## config.mk

```make
export PLATFORM = sky130hd
export DESIGN_NAME = alu_result_stage
export DESIGN_NICKNAME = d
export VERILOG_FILES = /design/src/rtl/alu_result_stage_pkg.sv /design/src/rtl/skid_buf2.sv /design/src/rtl/alu_result_stage.sv
export SDC_FILE = /design/constraint.sdc
export NUM_CORES = 1
export LEC_CHECK = 0
export CORE_ASPECT_RATIO = 0.75
export CORE_MARGIN = 8
export CORE_UTILIZATION = 50
export DETAILED_ROUTE_END_ITERATION = 16
export PLACE_DENSITY = 0.85
export SYNTH_ARGS = -nofsm -noshare
export SYNTH_HDL_FRONTEND = slang
export SYNTH_SLANG_ARGS = --single-unit
export TNS_END_PERCENT = 5
```

## constraint.sdc

```tcl
create_clock -name clk -period 5 [get_ports clk]
set_input_delay 0.75 -clock clk [delete_from_list [all_inputs] [get_ports clk]]
set_output_delay 0.75 -clock clk [all_outputs]
set_load 0.01 [all_outputs]
```

## src/rtl/alu_result_stage_pkg.sv

```systemverilog
// Shared ALU result-stage types: op codes, NZCV bit positions, buffered entry layout.
// No logic here; imported by the buffer and the top-level stage.
package alu_pkg;

    localparam int RES_DATA_W = 16;
    localparam int RES_TAG_W  = 4;

    typedef enum logic [2:0] {
        ALU_SUB  = 3'b000,
        ALU_ADD  = 3'b001,
        ALU_MUL  = 3'b010,
        ALU_DIV3 = 3'b011,
        ALU_AND  = 3'b100,
        ALU_SHL  = 3'b101,
        ALU_SHR  = 3'b110,
        ALU_ILL  = 3'b111
    } alu_op_e;

    localparam int FLAG_N = 3;
    localparam int FLAG_Z = 2;
    localparam int FLAG_C = 1;
    localparam int FLAG_V = 0;

    typedef struct packed {
        logic [RES_DATA_W-1:0] result;
        logic [RES_TAG_W-1:0]  rd;
    } res_entry_t;

    // Only arithmetic ops produce a meaningful carry/overflow.
    function automatic logic op_loads_cv(input alu_op_e op);
        return (op == ALU_SUB) || (op == ALU_ADD);
    endfunction

endpackage

```

## src/rtl/skid_buf2.sv

```systemverilog
// Two-entry FIFO of res_entry_t; head/tail exposed combinationally from storage.
// Latency: push at edge t is readable at head from t+1; caller must never push when full.
module skid_buf2
    import alu_pkg::*;
(
    input  logic       clk,
    input  logic       rst,
    input  logic       i_push,
    input  logic       i_pop,
    input  res_entry_t i_dat,
    output res_entry_t o_head,
    output res_entry_t o_tail,
    output logic [1:0] o_count
);

    res_entry_t r_mem [2];
    logic       r_wr_ptr;
    logic       r_rd_ptr;
    logic [1:0] r_count;

    always_ff @(posedge clk or posedge rst) begin
        if (rst) begin
            r_mem[0] <= '0;
            r_mem[1] <= '0;
            r_wr_ptr <= 1'b0;
            r_rd_ptr <= 1'b0;
            r_count  <= 2'd0;
        end else begin
            if (i_push) begin
                r_mem[r_wr_ptr] <= i_dat;
                r_wr_ptr        <= ~r_wr_ptr;
            end
            if (i_pop) begin
                r_rd_ptr <= ~r_rd_ptr;
            end
            case ({i_push, i_pop})
                2'b10:   r_count <= r_count + 2'd1;
                2'b01:   r_count <= r_count - 2'd1;
                default: r_count <= r_count;
            endcase
        end
    end

    // Write pointer names the next free slot, so the youngest entry sits behind it.
    assign o_head  = r_mem[r_rd_ptr];
    assign o_tail  = r_mem[~r_wr_ptr];
    assign o_count = r_count;

endmodule

```

## src/rtl/alu_result_stage.sv

```systemverilog
// ALU result stage: 2-entry elastic buffer to writeback, NZCV register, sticky illegal-op flag.
// Latency 1 cycle when empty; in_ready registered (count<2). RESULT_FWD_EN enables fwd_* bypass.
module alu_result_stage
    import alu_pkg::*;
#(
    parameter int DATA_W = 16,
    parameter int TAG_W  = 4,
    parameter int DEPTH  = 2
) (
    input  logic              clk,
    input  logic              rst,
    input  logic              in_valid,
    output logic              in_ready,
    input  logic [DATA_W-1:0] alu_result,
    input  logic              alu_carry,
    input  logic              alu_overflow,
    input  logic [2:0]        alu_op,
    input  logic [TAG_W-1:0]  in_rd,
    input  logic              in_set_flags,
    output logic              out_valid,
    input  logic              out_ready,
    output logic [DATA_W-1:0] out_result,
    output logic [TAG_W-1:0]  out_rd,
    output logic [3:0]        nzcv,
    output logic              illegal_op,
    output logic              fwd_valid,
    output logic [TAG_W-1:0]  fwd_rd,
    output logic [DATA_W-1:0] fwd_result
);

    if (DEPTH != 2) begin : g_bad_depth
        $error("alu_result_stage: DEPTH must be 2");
    end
    if (DATA_W != RES_DATA_W || TAG_W != RES_TAG_W) begin : g_bad_width
        $error("alu_result_stage: DATA_W/TAG_W must match alu_pkg entry layout");
    end

`ifdef RESULT_FWD_EN
    localparam bit FWD_EN = 1'b1;
`else
    localparam bit FWD_EN = 1'b0;
`endif

    logic       r_in_ready;
    logic [3:0] r_nzcv;
    logic       r_illegal;

    alu_op_e    w_op;
    logic       w_push;
    logic       w_ill;
    logic       w_enq;
    logic       w_pop;
    logic       w_out_valid;
    logic [1:0] w_count;
    logic [1:0] w_count_nxt;
    res_entry_t w_in_entry;
    res_entry_t w_head;
    res_entry_t w_tail;

    assign w_op        = alu_op_e'(alu_op);
    assign w_push      = in_valid & r_in_ready;
    assign w_ill       = (w_op == ALU_ILL);
    assign w_enq       = w_push & ~w_ill;
    assign w_out_valid = (w_count != 2'd0);
    assign w_pop       = w_out_valid & out_ready;

    assign w_in_entry.result = alu_result;
    assign w_in_entry.rd     = in_rd;

    skid_buf2 u_buf (
        .clk     (clk),
        .rst     (rst),
        .i_push  (w_enq),
        .i_pop   (w_pop),
        .i_dat   (w_in_entry),
        .o_head  (w_head),
        .o_tail  (w_tail),
        .o_count (w_count)
    );

    always_comb begin
        w_count_nxt = w_count;
        case ({w_enq, w_pop})
            2'b10:   w_count_nxt = w_count + 2'd1;
            2'b01:   w_count_nxt = w_count - 2'd1;
            default: w_count_nxt = w_count;
        endcase
    end

    // Flags follow program order at push time, independent of writeback stalls.
    always_ff @(posedge clk or posedge rst) begin
        if (rst) begin
            r_in_ready <= 1'b1;
            r_nzcv     <= 4'b0000;
            r_illegal  <= 1'b0;
        end else begin
            r_in_ready <= (w_count_nxt != 2'd2);
            if (w_push && w_ill) begin
                r_illegal <= 1'b1;
            end
            if (w_enq && in_set_flags) begin
                r_nzcv[FLAG_N] <= alu_result[DATA_W-1];
                r_nzcv[FLAG_Z] <= (alu_result == '0);
                if (op_loads_cv(w_op)) begin
                    r_nzcv[FLAG_C] <= alu_carry;
                    r_nzcv[FLAG_V] <= alu_overflow;
                end
            end
        end
    end

    assign in_ready   = r_in_ready;
    assign out_valid  = w_out_valid;
    assign out_result = w_head.result;
    assign out_rd     = w_head.rd;
    assign nzcv       = r_nzcv;
    assign illegal_op = r_illegal;

    assign fwd_valid  = FWD_EN & w_out_valid;
    assign fwd_rd     = fwd_valid ? w_tail.rd     : '0;
    assign fwd_result = fwd_valid ? w_tail.result : '0;

endmodule
```

==> metrics.txt <==
Root Driver=clkbuf_8; most frequent cells in the layout=clkdlybuf4s50_1 (56), dfrtp_1 (49), mux2_2 (43); GP Congestion=0.742; nets@finish=256; mapped cell area=2460 um^2; average wire per cell in the routed design=16.8 um; unrepaired setup endpoints after global routing=no; Crit Path Max Fanout=21; drt initial violations=48; antenna violations before repair=0; Critical Path Sink=out_result[10]; all-layer global routing usage=13.0%; outcome=finished, final reports clean; reg2reg path depth=2; utilization after layout=63.9%; Reg2Reg Capture Point=u_buf.r_mem[16]; Worst R2R Setup Slack=2.92 ns; CTS resizes=0; Antenna diodes=0; leading cell type in the layout, fill and taps excluded=clkdlybuf4s50_1; total vias in the final route=1440; clk_lat worst skew=0.30 ns; PD cells=638 nW/um^2; Worst setup SP type=flop; Via density=5.03; num ports=78; EDFF count, synth=0; Syn Inst Count=168; P&R area growth vs syn=25.4%; Die Area=7430 um^2; Clock Path Buffers=2; setup ws final=2.07 ns; post-CTS setup buffer count=0; share of layout cells above drive strength 1=35.0%; fin crit share=58.5%; vias in the first global route=1597; final instance area=3080 um^2; first-pass GRT wire length=8.02 mm; IO buf count=56; CTS hold repair buffers=0; clock sink count=50; Antenna Violating Nets Remaining=0; Clock transition at path regs=0.08 ns; Data arrival, critical path=2.18 ns; Leakage=1.32 nW; Setup Skew=0.0121 ns; Synth Warn #=0; maximum VDD drop=0.373 mV; setup TNS=0 ns; initial core utilization=51.0%; worst relative slew slack=31.3%; HPWL after detailed placement=3.49 mm; TritonRoute pass-1 iters=4; largest net degree at the start of global routing=51; Slew @ Worst Pin=1.03 ns; Post-Place Cell Area=2970 um^2; Req. time, crit path=4.25 ns; WL final=4.80 mm; GR Overflow Total=0; synthesized area per cell=14.6 um^2; CTS tree=yes; Max-Cap Viols=0; sequential share of the synthesized area=51.0%; cell row count=22; count of pins over their slew limit=0; DRC Markers=0; Core ar.=4820 um^2; Setup-failing EPs final=0; worst slack, placed=2.02 ns; ys flop type=dfrtp_1; DIE HEIGHT=76.7 um; critical path class=flop to output pin; flops & latches, synth=50; Distinct cells, synth=25; clock buffer count from CTS=5; CTS H-tree lvls=2; FMAX=342 MHz; Hold Vio Cnt, Final=0; fin crit period=2.93 ns; Die Width=96.9 um; Critical Path Source=u_buf.r_rd_ptr; worst r2r src=in_ready; Synth async-reset ratio=100%; Setup crit end kind=output pin; HP Class=flop to flop
==> cells in the mapped netlist (2+ instances only) <==
cell | number | area (um^2)
inv_1 | 2 | 7.51
buf_6 | 2 | 22.5
nor4_1 | 4 | 25.0
dfrtp_1 | 49 | 1230
o21bai_1 | 2 | 15.0
nand4_1 | 3 | 18.8
buf_4 | 23 | 173
xnor2_1 | 3 | 26.3
mux2_2 | 43 | 484
or2_2 | 2 | 12.5
buf_2 | 2 | 10.0
mux2_4 | 20 | 300
==> flip-flops by register name (all words and copies together) (netlist names) <==
name and count:
in_ready 1, u_buf.r_wr_ptr 1, u_buf.o_count 2, nzcv 4
u_buf.r_rd_ptr 1, u_buf.r_mem 40, illegal_op 1
==> layout make-up <==
cell class	instances	area (um^2)
clock buffers	6	72.6
clock inverters	2	37.5
fillers	377	1740
inverters	2	7.51
multi-input cells	109	1070
flip-flops and latches	50	1250
well taps	60	75.1
repair buffers	57	568
==> power breakdown <==
| group | leakage [nW] | internal (mW) | switching, mW |
|---|---|---|---|
| clock | 0.0514 | 0.149 | 0.129 |
| combinational | 0.685 | 0.630 | 0.312 |
| sequential | 0.588 | 0.603 | 0.143 |
| total | 1.32 | 1.38 | 0.583 |
==> how the worst min path moves through the flow <==
stage | startpoint | depth (start not counted) | end
6_report | illegal_op | 1 | illegal_op
5_1_grt | illegal_op | 1 | illegal_op
4_1_cts | illegal_op | 1 | illegal_op
3_5_place_dp | illegal_op | 1 | illegal_op
3_3_place_gp | illegal_op | 1 | illegal_op
2_1_floorplan | u_buf.r_mem[0] | 1 | u_buf.r_mem[0]
==> cell families (layout without fill, tap and decap cells) <==
logic type | Yosys count | in the layout | synth area share (%)
AND/OR/NAND/NOR | 16 | 16 | 4.99
other | 1 | 21 | 0.153
adder cells (fa/ha/maj) | 1 | 1 | 0.509
AO/OA/AOI/OAI | 3 | 3 | 0.917
flip-flops | 50 | 50 | 51.0
XOR/XNOR | 4 | 4 | 1.43
buffers and inverters | 29 | 67 | 8.66
multiplexers | 64 | 64 | 32.3
==> routing by layer <==
| metal | wire length, um | vias up | GRT usage, % |
|---|---|---|---|
| met4 | 70 | 0 | 4.59 |
| met2 | 2140 | 44 | 19.6 |
| li1 | - | 663 | - |
| met1 | 2330 | 727 | 17.1 |
| met3 | 264 | 6 | 4.30 |
| met5 | 0 | - | 0 |
==> worst max-delay path: stages, from the launching register on <==
cell	delay, ns
dfrtp_1	0.97
mux2_2	0.43
clkdlybuf4s50_1	0.48
==> per-stage QoR <==
| step | power (mW) | cells | hold WS (ns) |
|---|---|---|---|
| final | 1.97 | 286 | 0.478 |
| after global routing | 2.08 | 286 | 0.511 |
| after global placement | 1.68 | 278 | 0.468 |
| after detailed placement | 1.70 | 278 | 0.465 |
| after floorplan | 1.32 | 188 | 0.474 |
| after CTS | 1.99 | 286 | 0.484 |
No activity file was read; power rests on OpenSTA's default activity.
==> RTL edit 1 (same settings) <==
The option `RESULT_FWD_EN` is turned on by a define.
--- a/src/rtl/alu_result_stage.sv
+++ b/src/rtl/alu_result_stage.sv
@@ -2,2 +2,4 @@
 // Latency 1 cycle when empty; in_ready registered (count<2). RESULT_FWD_EN enables fwd_* bypass.
+`define RESULT_FWD_EN
+
 module alu_result_stage
Function: changed (a bounded check fails within 4 cycles, from zero or initial values and one cycle with rst high).
==> RTL edit 1 against the unedited design <==
Power up 26%. Setup slack got worse by 0.11 ns. Sequential cell count stayed put. Final area grew 10%. Largest cell class unchanged. Critical endpoint is now fwd_result[12]. Count of clock-buffer cells in the layout is 2 higher. Cell count is 15% higher. Largest power group unchanged. Synthesized area grew 3.0%. Routed wire length rose by 23%.
==> RTL edit 1: results (changes against the unedited design) <==
DP HPWL: 4360 um (was 3490 um)
port bufs: 77 (was 56)
outcome: complete, no violations (unchanged)
register area share after synthesis: 49.5% (was 51.0%)
Post-Place Cell Area: 0.00332 sq mm (was 0.00297 sq mm)
Fillers: 361 (was 377)
first-pass GRT wire length: 9840 um (was 8020 um)
data arrival time of the critical path: 2.29 ns (was 2.18 ns)
leakage: 1.43 nW (was 1.32 nW)
DR iter-0 viols: 31 (was 48)
Hold WC Path Type: register to register (unchanged)
Syn. warnings: 0 (unchanged)
Via density: 5.39 (was 5.03)
pre-CTS setup slack: 2.20 ns (was 2.02 ns)
Top reg by flops: u_buf.r_mem (unchanged)
worst-skew pair later-pin latency: 0.30 ns (about the same)
relative slew slack: 30.5% (was 31.3%)
post-CTS repair timing setup buffer count: 0 (unchanged)
initial antenna violation count: 0 (unchanged)
Max Slew Vio Count: 0 (unchanged)
reg2reg path depth: 4 (was 2)
Inserted Diodes: 0 (unchanged)
post-cts resize count: 0 (unchanged)
H-tree depth: 2 (unchanged)
Cell variety after synth: 29 (was 25)
Critical path destination: fwd_result[12] (was out_result[10])
layout cells sized above 1: 28.9% (was 35.0%)
top post-synthesis cells by area: dfrtp_1 48%, mux2_2 27%, mux2i_1 7.9%, nor2_1 3.3%, buf_2 1.4% (was dfrtp_1 50%, mux2_2 20%, mux2_4 12%, buf_4 7.0%, dfstp_2 1.1%)
clock slew at reported path FFs: 0.08 ns (about the same)
reg2reg setup slack: 2.52 ns (was 2.92 ns)
total track usage: 16.0% (was 13.0%)
average wire per standard cell: 17.8 um (was 16.8 um)
clock buffer depth: 2 (unchanged)
Max Fclk: 329 MHz (was 342 MHz)
post-synth net total: 226
Crit Path Max Fanout: 13 (was 21)
nets: 300 (was 256)
largest net degree at the start of global routing: 51 (unchanged)
Peak VDD IR: 0.369 mV (was 0.373 mV)
Placer Congestion: 0.777 (was 0.742)
TritonRoute pass-1 iters: 4 (unchanged)
clk root buf: clkbuf_8 (unchanged)
vias in the first global route: 1934 (was 1597)
Worst Skew: 0.00795 ns (was 0.0121 ns)
top cells by count, synth: 61 x mux2_2, 49 x dfrtp_1, 22 x nor2_1 (was 49 x dfrtp_1, 43 x mux2_2, 23 x buf_4)
Async S/R FF share, synth: 100% (unchanged)
hold_sp: illegal_op (unchanged)
end of the worst register-to-register path: u_buf.r_mem[6] (was u_buf.r_mem[16])
worst setup path startpoint: u_buf.r_wr_ptr (was u_buf.r_rd_ptr)
total CTS buffers: 5 (unchanged)
max reg flops: 40 (unchanged)
RTL edit 1: cell types whose count changed after synthesis, sizes merged, moves of 2 or more:
cell    before  now
nor2         0   22
clkbuf       0    2
buf         27   10
mux2i        1   20
RTL edit 1: worst max-delay path, stage by stage, from the launching register on:
cell and delay (ns):
dfrtp_1 0.76, buf_4 0.38, mux2i_1 0.25, nor2_1 0.07, clkdlybuf4s50_1 0.53
RTL edit 1: cell type report:
type                       instances  area, sq um  share of cell area (%)
multi-input combinational        131         1200                    35.3
inverter                           2         7.51                   0.221
clock buffer                       8         80.1                    2.36
tap                               60         75.1                    2.21
sequential                        50         1250                    36.8
timing repair buffer              79          786                    23.1
RTL edit 1: routing by layer:
layer	global-route usage, %	vias up	share of wire [%]	wire length (um)
met2	24.1	53	43	2550
met4	5.74	0	1.7	101
met3	5.44	10	7.0	413
li1	-	843	-	-
met5	0	-	0	0
met1	20.8	874	48	2810
RTL edit 1: logic make-up after synthesis:
| group | share of synthesized area, % |
|---|---|
| compound gates | 1.39 |
| simple gates | 7.77 |
| fa+ha+maj | 0.495 |
| xor+xnor | 1.39 |
| flops | 49.5 |
| buf+inv | 3.17 |
| mux | 36.3 |
RTL edit 1: worst min path at each step:
stage | cells after the start | endpoint | slack (ns)
5_1_grt | 1 | illegal_op | 0.51
3_5_place_dp | 1 | illegal_op | 0.47
4_1_cts | 1 | illegal_op | 0.49
2_1_floorplan | 1 | u_buf.r_mem[0] | 0.50
3_3_place_gp | 1 | illegal_op | 0.46
6_report | 1 | illegal_op | 0.48
RTL edit 1: per-stage QoR:
stage	power (mW)	cells
floorplan	1.57	195
global placement	2.24	322
detailed placement	2.28	322
CTS	2.50	330
global route	2.64	330
finish	2.48	330
RTL edit 1: power by group:
group          internal [mW]  leakage, nW  switching (mW)
Clock                 0.0995       0.0395           0.121
Combinational          0.899        0.804           0.557
Sequential             0.604        0.588           0.198
Total                   1.60         1.43           0.876
==> RTL edit 2 (same flow settings) <==
Made on the original files. Reset style: synchronous (`rst`), changed in 2 clocked blocks.
--- a/src/rtl/skid_buf2.sv
+++ b/src/rtl/skid_buf2.sv
@@ -20,3 +20,3 @@
 
-    always_ff @(posedge clk or posedge rst) begin
+    always_ff @(posedge clk) begin
         if (rst) begin
--- a/src/rtl/alu_result_stage.sv
+++ b/src/rtl/alu_result_stage.sv
@@ -90,3 +90,3 @@
     // Flags follow program order at push time, independent of writeback stalls.
-    always_ff @(posedge clk or posedge rst) begin
+    always_ff @(posedge clk) begin
         if (rst) begin
Formal check against the unedited RTL: differs if rst is asserted again (counterexample within 4 cycles, from zero or initial values and one cycle with rst high); with rst held inactive, the same outputs for 10 cycles.
==> RTL edit 2 against the unedited design <==
Cell count is 8.4% higher. Count of clock-buffer cells in the layout is the same. Setup slack better by 0.021 ns. Routed wire length increased by 5.8%. Die area fell by 0.50%. Final area is 1.8% lower. Non-clock buffer count fell by 1. Utilization decreased by 0.78 points. Synthesized area decreased by 0.61%. Sequential cell count grew 1. Largest cell class unchanged.
Power is not compared: it rests on default switching activity, and its combinational part moved more than twofold at a synthesized area within 25%.
==> RTL edit 2: results (changes against the unedited design) <==
outcome: complete, no violations (unchanged)
predominant post-synthesis flop cell: edfxtp_1 (was dfrtp_1)
TritonRoute pass-1 iters: 4 (unchanged)
DR iter-0 viols: 71 (was 48)
Post-Place Cell Area: 0.00294 sq mm (was 0.00297 sq mm)
Peak VDD IR: 0.220 mV
Syn. warnings: 0 (unchanged)
nets: 280 (was 256)
Cell variety after synth: 33 (was 25)
Worst Max-Slew Pin Slew: 1.03 ns (about the same)
total CTS buffers: 5 (unchanged)
syn_area_per_cell: 12.5 sq um (was 14.6 sq um)
layout cells sized above 1: 11.6% (was 35.0%)
Inst Count DP: 302 (was 278)
clock slew at reported path FFs: 0.09 ns
worst-skew pair later-pin latency: 0.30 ns (about the same)
Worst Skew: 0.00689 ns (was 0.0121 ns)
pre-CTS setup slack: 1.82 ns (was 2.02 ns)
Slowest cell on crit path: dfxtp_1 (was dfrtp_1)
max incr delay on CP: 0.93 ns (was 0.97 ns)
register area share after synthesis: 58.2% (was 51.0%)
max reg flops: 40 (unchanged)
Inserted Diodes: 0 (unchanged)
Crit Path Max Fanout: 20 (was 21)
top cells by count, synth: 40 x edfxtp_1, 32 x and2_1, 22 x buf_4 (was 49 x dfrtp_1, 43 x mux2_2, 23 x buf_4)
Async S/R FF share, synth: 0% (was 100%)
average wire per standard cell: 16.4 um (was 16.8 um)
initial antenna violation count: 0 (unchanged)
post-CTS repair timing setup buffer count: 0 (unchanged)
Top reg by flops: u_buf.r_mem (unchanged)
clock buffer depth: 2 (unchanged)
EDFF count, synth: 40 (was 0)
total track usage: 13.9% (was 13.0%)
DP HPWL: 3770 um (was 3490 um)
vias in the first global route: 1712 (was 1597)
largest net degree at the start of global routing: 21 (was 51)
H-tree depth: 2 (unchanged)
port bufs: 56 (unchanged)
Post-Layout Cell Count: 310 (was 286)
data arrival time of the critical path: 2.16 ns (was 2.18 ns)
Placer Congestion: 0.746 (was 0.742)
Via density: 5.05 (was 5.03)
leakage: 1.14 nW
first-pass GRT wire length: 8410 um (was 8020 um)
top post-synthesis cells by area: edfxtp_1 49%, mux2_2 9.2%, dfxtp_1 9.0%, and2_1 8.2%, buf_4 6.8% (was dfrtp_1 50%, mux2_2 20%, mux2_4 12%, buf_4 7.0%, dfstp_2 1.1%)
[RTL edit 2: changes by cell type after synthesis, moves of 3 or more]
cell,change
mux2_2,-23
a21oi_1,+4
dfrtp_1,-49
nor2_1,+14
and2_1,+31
edfxtp_1,+40
clkbuf_1,+3
mux2_4,-20
nand3_1,+6
dfxtp_1,+11
nand2b_1,+7
o21ai_0,+5
[RTL edit 2: per-layer routing]
layer | up-vias | part of all wire [%] | GRT usage [%]
li1 | 753 | - | -
met1 | 744 | 47 | 17.1
met2 | 61 | 46 | 22.3
met3 | 9 | 5.4 | 4.26
met4 | 0 | 1.7 | 4.90
met5 | - | 0 | 0
[RTL edit 2: cells by family (layout without fill, tap and decap cells)]
kind of cell               count (synthesis)  in the layout  share of synthesized area [%]
muxes                                     20             20                           9.23
xor gates and xnor gates                   3              3                           1.08
DFF                                       51             51                           58.2
adders and majority gates                  1              1                          0.512
and+or+nand+nor                           75             75                           18.6
other                                      1             21                          0.154
buffers and inverters                     29             64                           8.51
AOI/OAI and AO/OA                         15             15                           3.69
[RTL edit 2: report_power, final]
group	internal, mW	total (mW)	leakage, nW	switching (mW)
clock network	0.0958	0.226	0.0403	0.130
registers	0.524	0.573	0.514	0.0492
logic	0.210	0.360	0.581	0.149
total	0.830	1.16	1.14	0.328
[RTL edit 2: path summary, 6_finish.rpt]
path / start / to / slack [ns] / cells past startpoint
max: register / out_result[2] / 2.09 / 2
min reg2reg: illegal_op / illegal_op / 0.49 / 2
min: illegal_op / illegal_op / 0.49 / 2
max reg2reg: in_ready / u_buf.r_mem[0][19] / 2.80 / 3
[RTL edit 2: area by class of cell]
type                       instances  area, sq um
timing repair buffer              56          561
fill                             376         1770
clock buffer                       6         72.6
sequential                        51         1420
multi-input combinational        135          887
clock inverter                     2         7.51
tap                               60         75.1
